**src/rtl/multicycle_ctrl.sv**
```systemverilog
// Multicycle MIPS-style control FSM: Moore state register with registered per-state controls.
// Define MC_ADDI_EN to build in the addi path (ADDIEX/ADDIWB); otherwise opcode 001000 is illegal.
module multicycle_ctrl (
    input  logic       clk,
    input  logic       rst,
    input  logic [5:0] opcode,
    input  logic       zero,
    input  logic       mem_ready,
    output logic       pc_en,
    output logic       iord,
    output logic       memwrite,
    output logic       irwrite,
    output logic       regdst,
    output logic       memtoreg,
    output logic       regwrite,
    output logic       alusrca,
    output logic [1:0] alusrcb,
    output logic [1:0] aluop,
    output logic [1:0] pcsrc,
    output logic [3:0] state,
    output logic       illegal_op
);

    localparam logic [5:0] OP_RTYPE = 6'b000000;
    localparam logic [5:0] OP_LW    = 6'b100011;
    localparam logic [5:0] OP_SW    = 6'b101011;
    localparam logic [5:0] OP_BEQ   = 6'b000100;
    localparam logic [5:0] OP_J     = 6'b000010;
`ifdef MC_ADDI_EN
    localparam logic [5:0] OP_ADDI  = 6'b001000;
`endif

    typedef enum logic [3:0] {
        S_FETCH  = 4'd0,
        S_DECODE = 4'd1,
        S_MEMADR = 4'd2,
        S_MEMRD  = 4'd3,
        S_MEMWB  = 4'd4,
        S_MEMWR  = 4'd5,
        S_RTEX   = 4'd6,
        S_RTWB   = 4'd7,
        S_BEQEX  = 4'd8,
`ifdef MC_ADDI_EN
        S_ADDIEX = 4'd9,
        S_ADDIWB = 4'd10,
`endif
        S_JEX    = 4'd11
    } state_e;

    // Pure per-state controls; the in_* flags mark states whose outputs are
    // further qualified by mem_ready, zero or opcode in the same cycle.
    typedef struct packed {
        logic       iord;
        logic       regdst;
        logic       memtoreg;
        logic       regwrite;
        logic       alusrca;
        logic [1:0] alusrcb;
        logic [1:0] aluop;
        logic [1:0] pcsrc;
        logic       in_fetch;
        logic       in_decode;
        logic       in_memwr;
        logic       in_beq;
        logic       in_jex;
    } ctrl_t;

    state_e state_q, state_d;
    ctrl_t  ctrl_q;
    logic   op_legal;

    function automatic ctrl_t decode_state(input state_e s);
        ctrl_t c;
        c = '0;
        case (s)
            S_FETCH: begin
                c.alusrcb  = 2'b01;
                c.in_fetch = 1'b1;
            end
            S_DECODE: begin
                c.alusrcb   = 2'b11;
                c.in_decode = 1'b1;
            end
            S_MEMADR: begin
                c.alusrca = 1'b1;
                c.alusrcb = 2'b10;
            end
            S_MEMRD: c.iord = 1'b1;
            S_MEMWB: begin
                c.memtoreg = 1'b1;
                c.regwrite = 1'b1;
            end
            S_MEMWR: begin
                c.iord     = 1'b1;
                c.in_memwr = 1'b1;
            end
            S_RTEX: begin
                c.alusrca = 1'b1;
                c.aluop   = 2'b10;
            end
            S_RTWB: begin
                c.regdst   = 1'b1;
                c.regwrite = 1'b1;
            end
            S_BEQEX: begin
                c.alusrca = 1'b1;
                c.aluop   = 2'b01;
                c.pcsrc   = 2'b01;
                c.in_beq  = 1'b1;
            end
`ifdef MC_ADDI_EN
            S_ADDIEX: begin
                c.alusrca = 1'b1;
                c.alusrcb = 2'b10;
            end
            S_ADDIWB: c.regwrite = 1'b1;
`endif
            S_JEX: begin
                c.pcsrc  = 2'b10;
                c.in_jex = 1'b1;
            end
            default: c = '0;
        endcase
        return c;
    endfunction

    always_comb begin
        op_legal = 1'b0;
        case (opcode)
            OP_LW, OP_SW, OP_RTYPE, OP_BEQ, OP_J: op_legal = 1'b1;
`ifdef MC_ADDI_EN
            OP_ADDI: op_legal = 1'b1;
`endif
            default: op_legal = 1'b0;
        endcase
    end

    always_comb begin
        state_d = state_q;
        case (state_q)
            S_FETCH: if (mem_ready) state_d = S_DECODE;
            S_DECODE: begin
                case (opcode)
                    OP_LW, OP_SW: state_d = S_MEMADR;
                    OP_RTYPE:     state_d = S_RTEX;
                    OP_BEQ:       state_d = S_BEQEX;
`ifdef MC_ADDI_EN
                    OP_ADDI:      state_d = S_ADDIEX;
`endif
                    OP_J:         state_d = S_JEX;
                    default:      state_d = S_FETCH;
                endcase
            end
            S_MEMADR: state_d = (opcode == OP_SW) ? S_MEMWR : S_MEMRD;
            S_MEMRD:  if (mem_ready) state_d = S_MEMWB;
            S_MEMWB:  state_d = S_FETCH;
            S_MEMWR:  if (mem_ready) state_d = S_FETCH;
            S_RTEX:   state_d = S_RTWB;
            S_RTWB:   state_d = S_FETCH;
            S_BEQEX:  state_d = S_FETCH;
`ifdef MC_ADDI_EN
            S_ADDIEX: state_d = S_ADDIWB;
            S_ADDIWB: state_d = S_FETCH;
`endif
            S_JEX:    state_d = S_FETCH;
            default:  state_d = S_FETCH;
        endcase
    end

    // Controls are registered from the next state so they line up with state_q.
    always_ff @(posedge clk or posedge rst) begin
        if (rst) begin
            state_q <= S_FETCH;
            ctrl_q  <= decode_state(S_FETCH);
        end else begin
            state_q <= state_d;
            ctrl_q  <= decode_state(state_d);
        end
    end

    // rst masks every output so nothing leaks while the register sits in FETCH.
    always_comb begin
        state      = state_q;
        iord       = ~rst & ctrl_q.iord;
        regdst     = ~rst & ctrl_q.regdst;
        memtoreg   = ~rst & ctrl_q.memtoreg;
        regwrite   = ~rst & ctrl_q.regwrite;
        alusrca    = ~rst & ctrl_q.alusrca;
        alusrcb    = rst ? 2'b00 : ctrl_q.alusrcb;
        aluop      = rst ? 2'b00 : ctrl_q.aluop;
        pcsrc      = rst ? 2'b00 : ctrl_q.pcsrc;
        irwrite    = ~rst & ctrl_q.in_fetch & mem_ready;
        memwrite   = ~rst & ctrl_q.in_memwr & mem_ready;
        pc_en      = ~rst & ((ctrl_q.in_fetch & mem_ready) |
                             (ctrl_q.in_beq & zero) |
                             ctrl_q.in_jex);
        illegal_op = ~rst & ctrl_q.in_decode & ~op_legal;
    end

endmodule

```
**config.mk**
```make
export PLATFORM = sky130hd
export DESIGN_NAME = multicycle_ctrl
export DESIGN_NICKNAME = d
export VERILOG_FILES = /design/src/rtl/multicycle_ctrl.sv
export SDC_FILE = /design/constraint.sdc
export NUM_CORES = 1
export LEC_CHECK = 0
export ABC_AREA = 0
export CAP_MARGIN = 20
export CORE_ASPECT_RATIO = 1.4
export CORE_MARGIN = 2
export CORE_UTILIZATION = 44
export CTS_CLUSTER_DIAMETER = 80
export DETAILED_ROUTE_END_ITERATION = 10
export PLACE_DENSITY_LB_ADDON = 0.25
export SYNTH_ARGS = -nofsm -noshare
export SYNTH_HDL_FRONTEND = slang
export SYNTH_SLANG_ARGS = --single-unit
```
**constraint.sdc**
```tcl
create_clock -name clk -period 2.85 [get_ports clk]
set_clock_uncertainty 0.1 [all_clocks]
set_input_delay 0.7125 -clock clk [delete_from_list [all_inputs] [get_ports clk]]
set_output_delay 0.7125 -clock clk [all_outputs]
set_load 0.03 [all_outputs]
```
# After elaboration in Yosys (flattened, before gate mapping)
# Index checks and enable logic that the tools add are counted.
# word_totals
ff_bits	20
word_cells	81
# op_classes
eq_ne	18
muxes	23
n_bitwise	18
reduce_logical	8
# ops
op	n
equality test 4 x 3 -> 1 bit (second input constant)	6
one-hot mux 4 bit (6 select lines)	1
equality test 4 x 2 -> 1 bit (second input constant)	4
one-hot mux 4 bit (4 select lines)	1
AND 1 bit	14
equality test 6 bit (second input constant)	2
2-to-1 mux 4 bit	3
2-to-1 mux 1 bit	11
equality test 4 x 1 -> 1 bit (second input constant)	2
equality test 4 bit (second input constant)	2
logical NOT 4 bit	2
one-hot mux 2 bit (2 select lines)	2
equality test 6 x 2 -> 1 bit (second input constant)	1
equality test 6 x 3 -> 1 bit (second input constant)	1
logical NOT 6 bit	1
2-to-1 mux 2 bit	3
one-hot mux 2 bit (3 select lines)	1
OR reduction 2 bit	3
OR reduction 5 bit	1
2-to-1 mux 3 bit	1
OR reduction 3 bit	1
NOT 1 bit	2
bitwise OR 1 bit	2

# Logic depth before layout (Yosys ltp)
# Gate-level depths: netlist of the first run.
# depth
word_depth	7
ltp_mapped	6
depth_no_buf	5

# Worst setup path after synthesis of the first run
# No wires, ideal clock.
# synth_timing
path_type	input to output
start	input port opcode[5]
end	output port illegal_op
arrival_time_ns	2.087
setup_slack_ns	-0.049
cell_stages	3
cell_sequence	and3_4 > o21a_1 > nor4bb_1
# synth_between
elab_chain_cells	5
elab_cells_between_ends	9
classes_between	eq/ne (4); mux (1); bitwise (2); reduce/logical (2)
# synth_lines
item	line	source
start: declaration	6	input logic [5:0] opcode,
equality test 6 bit, or another cell as far along	129	case (opcode)
OR reduction 5 bit *	129	
2-to-1 mux 1 bit *	129	
NOT 1 bit *	197	illegal_op = ~rst & ctrl_q.in_decode & ~op_legal;
AND 1 bit *	197	
end: declaration	21	output logic illegal_op
# Mark *: on every way between the ends. The rest lies on a longest branch, timed or not.

# Worst setup path after layout of the first run
# layout_timing
start	input port opcode[4]
end	output port illegal_op
# The elaborated chain is that of the path after synthesis.

==> flow_metrics.env, run 1 <==
export IMPL_synth_cell_types=40
export IMPL_die_y_um=61.9
export IMPL_die_x_um=45.3
export IMPL_synth_area_um2=1050
export IMPL_clock_power_share_pct=13.4
export IMPL_worst_endpoint_required_ns=2.04
export IMPL_period_share_pct=96.9
export IMPL_route_vias_total=863
export IMPL_fp_dieArea_um2=2800
export IMPL_num_rows=21
export IMPL_synthTopCellsByArea="dfrtp_1 (40%), nor2b_1 (6.5%), dfstp_2 (5.0%), nor2_1 (3.2%), buf_6 (3.2%)"
export IMPL_synth_seq_area_share_pct=45.4
export IMPL_intPower_uw=581
export IMPL_cp_end_kind="output port"
export IMPL_synthMuxAreaShare_pct=0
export IMPL_drcViolationCount=0
export IMPL_arrival_ns=1.95
export IMPL_synthCells=98
export IMPL_critical_path_class="in -> out"
export IMPL_synth_edf_count=0
export IMPL_async_flop_share_pct=100
export IMPL_synthTopCellsByCount="dfrtp_1 (17), nor2b_1 (11), nor2_1 (9)"
export IMPL_grt_pass1_wl_mm=3.62
export IMPL_hold_slack_ns=0.572
export IMPL_setup_viol=0
export IMPL_synth_ff_type="dfrtp_1"
export IMPL_crit_path_start_kind="input pin"
export IMPL_cts_root_buf="clkbuf_4"
export IMPL_synth_xor_area_share_pct=0
export IMPL_syn_area_per_cell_um2=10.7
export IMPL_clk_pin_slew_ns=0.10
export IMPL_n_antenna_cell=0
export IMPL_clock_sinks=19
export IMPL_clockBufferDepth=2
export IMPL_yosys_warnings=0
export IMPL_cap_violations=0
export IMPL_drive_gt1_share_pct=35.6
export IMPL_drtIter0Drc=8
export IMPL_synthesis_nets=108
export IMPL_synth_compound_area_share_pct=14.0
export IMPL_switching_share_pct=39.8
export IMPL_synth_top_area_cell="dfrtp_1"
export IMPL_grt_max_degree=14
export IMPL_start_util_pct=45.0
export IMPL_wl_per_cell_um=14.4
export IMPL_drt_first_pass_iters=5
export IMPL_grt_overflow_total=0
export IMPL_powerDensity_nw_per_um2=685
export IMPL_grt_pass1_vias=805
export IMPL_postCtsHoldBufs=0
export IMPL_worstSkewPairLatency_ns=0.29
export IMPL_drv_slew=0
export IMPL_min_path_type="reg -> reg"
export IMPL_io_pins=29
export IMPL_avgViaCountPerCell=5.46
export IMPL_grt_usage_pct=18.0
export IMPL_finalWirelength_mm=2.28
export IMPL_antenna_found_initial=0
export IMPL_vdd_drop_max_mv=0.332
export IMPL_ys_ff_latch=19
export IMPL_nets=146
export IMPL_coreArea_um2=2340
export IMPL_p_switching_uw=383
export IMPL_cts_buffers=3
export IMPL_yosys_area_share_simple_pct=34.1
export IMPL_port_buffers=28
export IMPL_outcome="finished clean"
export IMPL_maxSlewHeadroom_pct=68.2
export IMPL_rsz0062_at_grt="no"
export IMPL_worst_pin_slew_ns=0.476
export IMPL_place_congestion=0.833
export IMPL_synth_top_family_by_area="simple AND/OR/NAND/NOR gates"
export IMPL_max_freq_ghz=0.362
export IMPL_post_cts_buffers=0
export IMPL_dp_hpwl_mm=1.79
export IMPL_finalHoldViolCount=0
export IMPL_cts_tree="built"
export IMPL_setup_tns_ns=0
export IMPL_htree_levels=1
export IMPL_synth_top_area_share_pct=40.4
export IMPL_min_period_ns=2.76
export IMPL_synthMostInstantiatedCell="dfrtp_1"
export IMPL_power_frac_comb_pct=46.0
export IMPL_power_frac_seq_pct=40.6
export IMPL_detail_route_antenna_nets=0
export IMPL_critical_path_peak_fanout=4
export IMPL_p_leak_nw=0.705
export IMPL_yosys_area_share_adder_pct=0
export IMPL_area_growth_pct=33.7
power by group through the flow:
stage                     Combinational (mW)  Clock, mW  Sequential (mW)
after floorplan                        0.340          0            0.389
after global placement                 0.431          0            0.395
after detailed placement               0.443          0            0.397
after CTS                              0.445      0.136            0.391
after global routing                   0.479      0.149            0.401
final                                  0.443      0.130            0.391
final cells by class:
type	count	area, um2
fill	219	932
clock buffer	3	22.5
sequential	19	478
clock inverter	1	5.00
timing repair buffer	37	323
inverter	8	30.0
multi-input combinational	67	519
tap	23	28.8
cell families after synthesis:
group | after synthesis
AOI/OAI and AO/OA | 15
and+or+nand+nor | 52
buffers and inverters | 12
DFF | 19
what timing repair did:
| item | CTS | global route |
|---|---|---|
| hold endpoints to repair | 0 | 0 |
| endpoints found under the setup margin | 0 | 1 |
| resized for setup | 0 | 6 |
registers in the layout, indices dropped and copies added, names as in the netlist:
register,cells
ctrl_q,15
state,4
critical path, stage by stage:
cell	delay, ns
clkdlybuf4s50_1	0.54
nor2_1	0.09
o21a_1	0.14
nor4bb_2	0.27
buf_4	0.20
layout by cell type, fill, tap and decap left out, types with 2 or more instances in the layout:
| master | instances |
|---|---|
| dlymetal6s2s_1 | 5 |
| nor4b_2 | 2 |
| and3_1 | 2 |
| inv_1 | 7 |
| a21oi_1 | 2 |
| nor2b_1 | 11 |
| clkbuf_4 | 3 |
| nand3b_1 | 3 |
| nor2_1 | 9 |
| dfrtp_1 | 17 |
| buf_4 | 24 |
| dfstp_2 | 2 |
| or2b_1 | 2 |
| clkdlybuf4s50_1 | 8 |
| and3_2 | 2 |
| nor3b_1 | 2 |
| nand2_1 | 5 |
| a21oi_2 | 2 |
| nand3_1 | 3 |
metrics by stage:
step | instances | worst slack, ns | utilization [%] | total power, mW | instance area [um2]
after floorplan | 98 | 0.107 | - | 0.728 | 1060
after global placement | 154 | 0.0635 | 58.2 | 0.826 | 1360
after detailed placement | 154 | 0.0170 | 58.2 | 0.840 | 1360
after CTS | 158 | 0.0103 | 59.3 | 0.972 | 1390
after global routing | 158 | 0.0166 | 60.1 | 1.03 | 1410
final | 158 | 0.0872 | 60.1 | 0.964 | 1410
layer usage:
layer | GRT usage (%) | up-vias | wire, um
li1 | - | 419 | -
met1 | 20.6 | 411 | 869
met2 | 32.0 | 27 | 1290
met3 | 1.45 | 6 | 69
met4 | 11.3 | 0 | 43
met5 | 0 | - | 0
final timing paths:
kind,startpoint,to,slack [ns],depth (start not counted)
min reg2reg,state[3]$_DFF_PP0_,ctrl_q[15]$_DFF_PP0_,0.57,1
max in group asynchronous,rst,ctrl_q[4]$_DFF_PP1_,1.69,3
max,opcode[4],illegal_op,0.09,5
min in group asynchronous,rst,ctrl_q[2]$_DFF_PP0_,0.75,3
min,state[3]$_DFF_PP0_,ctrl_q[15]$_DFF_PP0_,0.57,1
max reg2reg,state[1]$_DFF_PP0_,ctrl_q[10]$_DFF_PP0_,1.07,4
Power figures use the tool's default switching activity.
==> inputs of run 2 (changes only) <==
--- a/config.mk
+++ b/config.mk
@@ -11,6 +11,7 @@
 export CORE_MARGIN = 2
 export CORE_UTILIZATION = 44
 export CTS_CLUSTER_DIAMETER = 80
+export CTS_CLUSTER_SIZE = 16
 export DETAILED_ROUTE_END_ITERATION = 10
 export PLACE_DENSITY_LB_ADDON = 0.25
 export SYNTH_ARGS = -nofsm -noshare
==> constraint.sdc (replaced) <==
create_clock -name clk -period 3.27 [get_ports clk]
set_clock_uncertainty 0.1 [all_clocks]
set_input_delay 0.8175 -clock clk [delete_from_list [all_inputs] [get_ports clk]]
set_output_delay 0.8175 -clock clk [all_outputs]
set_load 0.03 [all_outputs]
==> run 2 against run 1 <==
  * Global-route usage rose by 0.11 points
  * Sequential power fell by 13%
  * Combinational power fell by 14%
  * Clock-buffer cell count did not move
  * Utilization fell by 1.3 points
  * Critical path depth did not move
  * Highest routed layer unchanged
  * Non-clock buffer count fell by 3
  * Routed wire length fell by 5.1%
  * Critical endpoint unchanged
  * Final area fell by 2.1%
  * Die area did not move
  * Setup slack improved by 0.032 ns
  * Sequential share of layout area rose by 0.74 points
  * Critical path type unchanged
  * Largest cell class unchanged
==> flow_metrics.env, run 2 (same netlist as run 1, synthesis figures left out) <==
export IMPL_fin_ws_ns=0.119
export IMPL_cts_root_buf="clkbuf_4"
export IMPL_worstSkewPairLatency_ns=0.30
export IMPL_route_vias_total=848
export IMPL_avgViaCountPerCell=5.47
export IMPL_cp_end_kind="output port"
export IMPL_critical_path_peak_fanout=4
export IMPL_slowest_stage="clkdlybuf4s50_1"
export IMPL_drt_first_pass_iters=2
export IMPL_detail_route_antenna_nets=0
export IMPL_fp_dieArea_um2=2800
export IMPL_arrival_ns=2.23
export IMPL_total_power_uw=837
export IMPL_grt_max_degree=15
export IMPL_power_frac_seq_pct=40.9
export IMPL_switching_share_pct=39.5
export IMPL_finalWirelength_mm=2.16
export IMPL_num_rows=21
export IMPL_largest_reg_flops=15
export IMPL_dp_hpwl_mm=1.72
export IMPL_largest_register="ctrl_q"
export IMPL_clockBufferDepth=2
export IMPL_worst_pin_slew_ns=0.488
export IMPL_min_period_ns=3.15
export IMPL_powerDensity_nw_per_um2=608
export IMPL_finalHoldViolCount=0
export IMPL_coreArea_um2=2340
export IMPL_outcome="finished clean"
export IMPL_clk_pin_slew_ns=0.11
export IMPL_die_x_um=45.3
export IMPL_io_pins=29
export IMPL_place_congestion=0.865
export IMPL_intPower_uw=507
export IMPL_post_cts_buffers=0
export IMPL_drtIter0Drc=10
export IMPL_setup_tns_ns=0
export IMPL_drv_slew=0
export IMPL_antenna_found_initial=0
export IMPL_dp_slack_ns=0.0525
export IMPL_grt_pass1_wl_mm=3.66
export IMPL_drcViolationCount=0
export IMPL_wl_per_cell_um=13.9
export IMPL_n_antenna_cell=0
export IMPL_power_frac_comb_pct=45.3
export IMPL_die_y_um=61.9
export IMPL_min_path_type="reg -> reg"
export IMPL_grt_pass1_vias=853
export IMPL_period_share_pct=96.4
export IMPL_grt_usage_pct=18.2
export IMPL_maxSlewHeadroom_pct=67.4
export IMPL_drive_gt1_share_pct=28.0
export IMPL_start_util_pct=45.0
export IMPL_cp_slowest_stage_delay_ns=0.44
export IMPL_cts_tree="built"
export IMPL_cts_buffers=3
export IMPL_most_common_layout_cells="clkdlybuf4s50_1 (18), dfrtp_1 (17), buf_4 (15)"
export IMPL_rsz0062_at_grt="no"
export IMPL_nets=143
export IMPL_max_freq_ghz=0.317
export IMPL_setup_viol=0
export IMPL_vdd_drop_max_mv=0.266
export IMPL_layout_commonest_cell="clkdlybuf4s50_1"
export IMPL_cap_violations=0
export IMPL_htree_levels=1
export IMPL_grt_overflow_total=0
export IMPL_p_switching_uw=330
export IMPL_area_growth_pct=30.8
export IMPL_p_leak_nw=0.641
export IMPL_crit_path_start_kind="input pin"
export IMPL_port_buffers=28
export IMPL_worst_endpoint_required_ns=2.35
export IMPL_crit_chain="clkdlybuf4s50_1 -> nor4_1 -> nand3_1 -> nor4bb_1 -> buf_4"
export IMPL_clock_power_share_pct=13.8
export IMPL_clock_sinks=19
export IMPL_critical_path_class="in -> out"
[run 2: routing by layer]
metal	up-vias	wire (um)	GRT usage, %
met5	-	0	0
met4	0	63	12.2
li1	412	-	-
met2	22	1170	31.2
met3	6	55	1.16
met1	408	870	21.5
[run 2: final timing paths]
kind	from	endpoint	slack (ns)	depth (start not counted)
max	opcode[1]	illegal_op	0.12	5
min reg2reg	state[3]$_DFF_PP0_	ctrl_q[15]$_DFF_PP0_	0.58	1
min	state[3]$_DFF_PP0_	ctrl_q[15]$_DFF_PP0_	0.58	1
max reg2reg	state[1]$_DFF_PP0_	ctrl_q[10]$_DFF_PP0_	1.42	4
min in group asynchronous	rst	ctrl_q[14]$_DFF_PP0_	0.61	3
max in group asynchronous	rst	ctrl_q[4]$_DFF_PP1_	2.19	3
[run 2: layout make-up]
class	count	area, um2
sequential	19	478
fill	207	962
clock inverter	1	5.00
tap	23	28.8
multi-input combinational	67	507
timing repair buffer	34	305
clock buffer	3	22.5
inverter	8	30.0
[run 2: stage by stage]
| step | util (%) | hold slack (ns) | std cells | cell area (um2) |
|---|---|---|---|---|
| finish | 58.9 | 0.579 | 155 | 1380 |
| global route | 58.9 | 0.640 | 155 | 1380 |
| CTS | 58.7 | 0.597 | 155 | 1370 |
| detailed placement | 57.6 | 0.565 | 151 | 1350 |
| global placement | 57.6 | 0.544 | 151 | 1350 |
| floorplan | - | 0.622 | 98 | 1050 |
[run 2: power groups by stage]
stage	logic, mW	registers, mW	clock network (mW)
detailed placement	0.382	0.347	0
CTS	0.383	0.343	0.116
finish	0.379	0.342	0.115
global placement	0.374	0.344	0
floorplan	0.294	0.339	0
global route	0.411	0.353	0.127
[run 2: worst max-delay path, delay by kind of cell]
| kind | cells | cell delay (ns) |
|---|---|---|
| buf+inv | 2 | 0.63 |
| simple gates | 3 | 0.79 |
[run 2: repair_timing]
| item | CTS | global route |
|---|---|---|
| setup endpoints to repair | 0 | 6 |
| hold buffers | 0 | 0 |
| resized for setup | 0 | 1 |
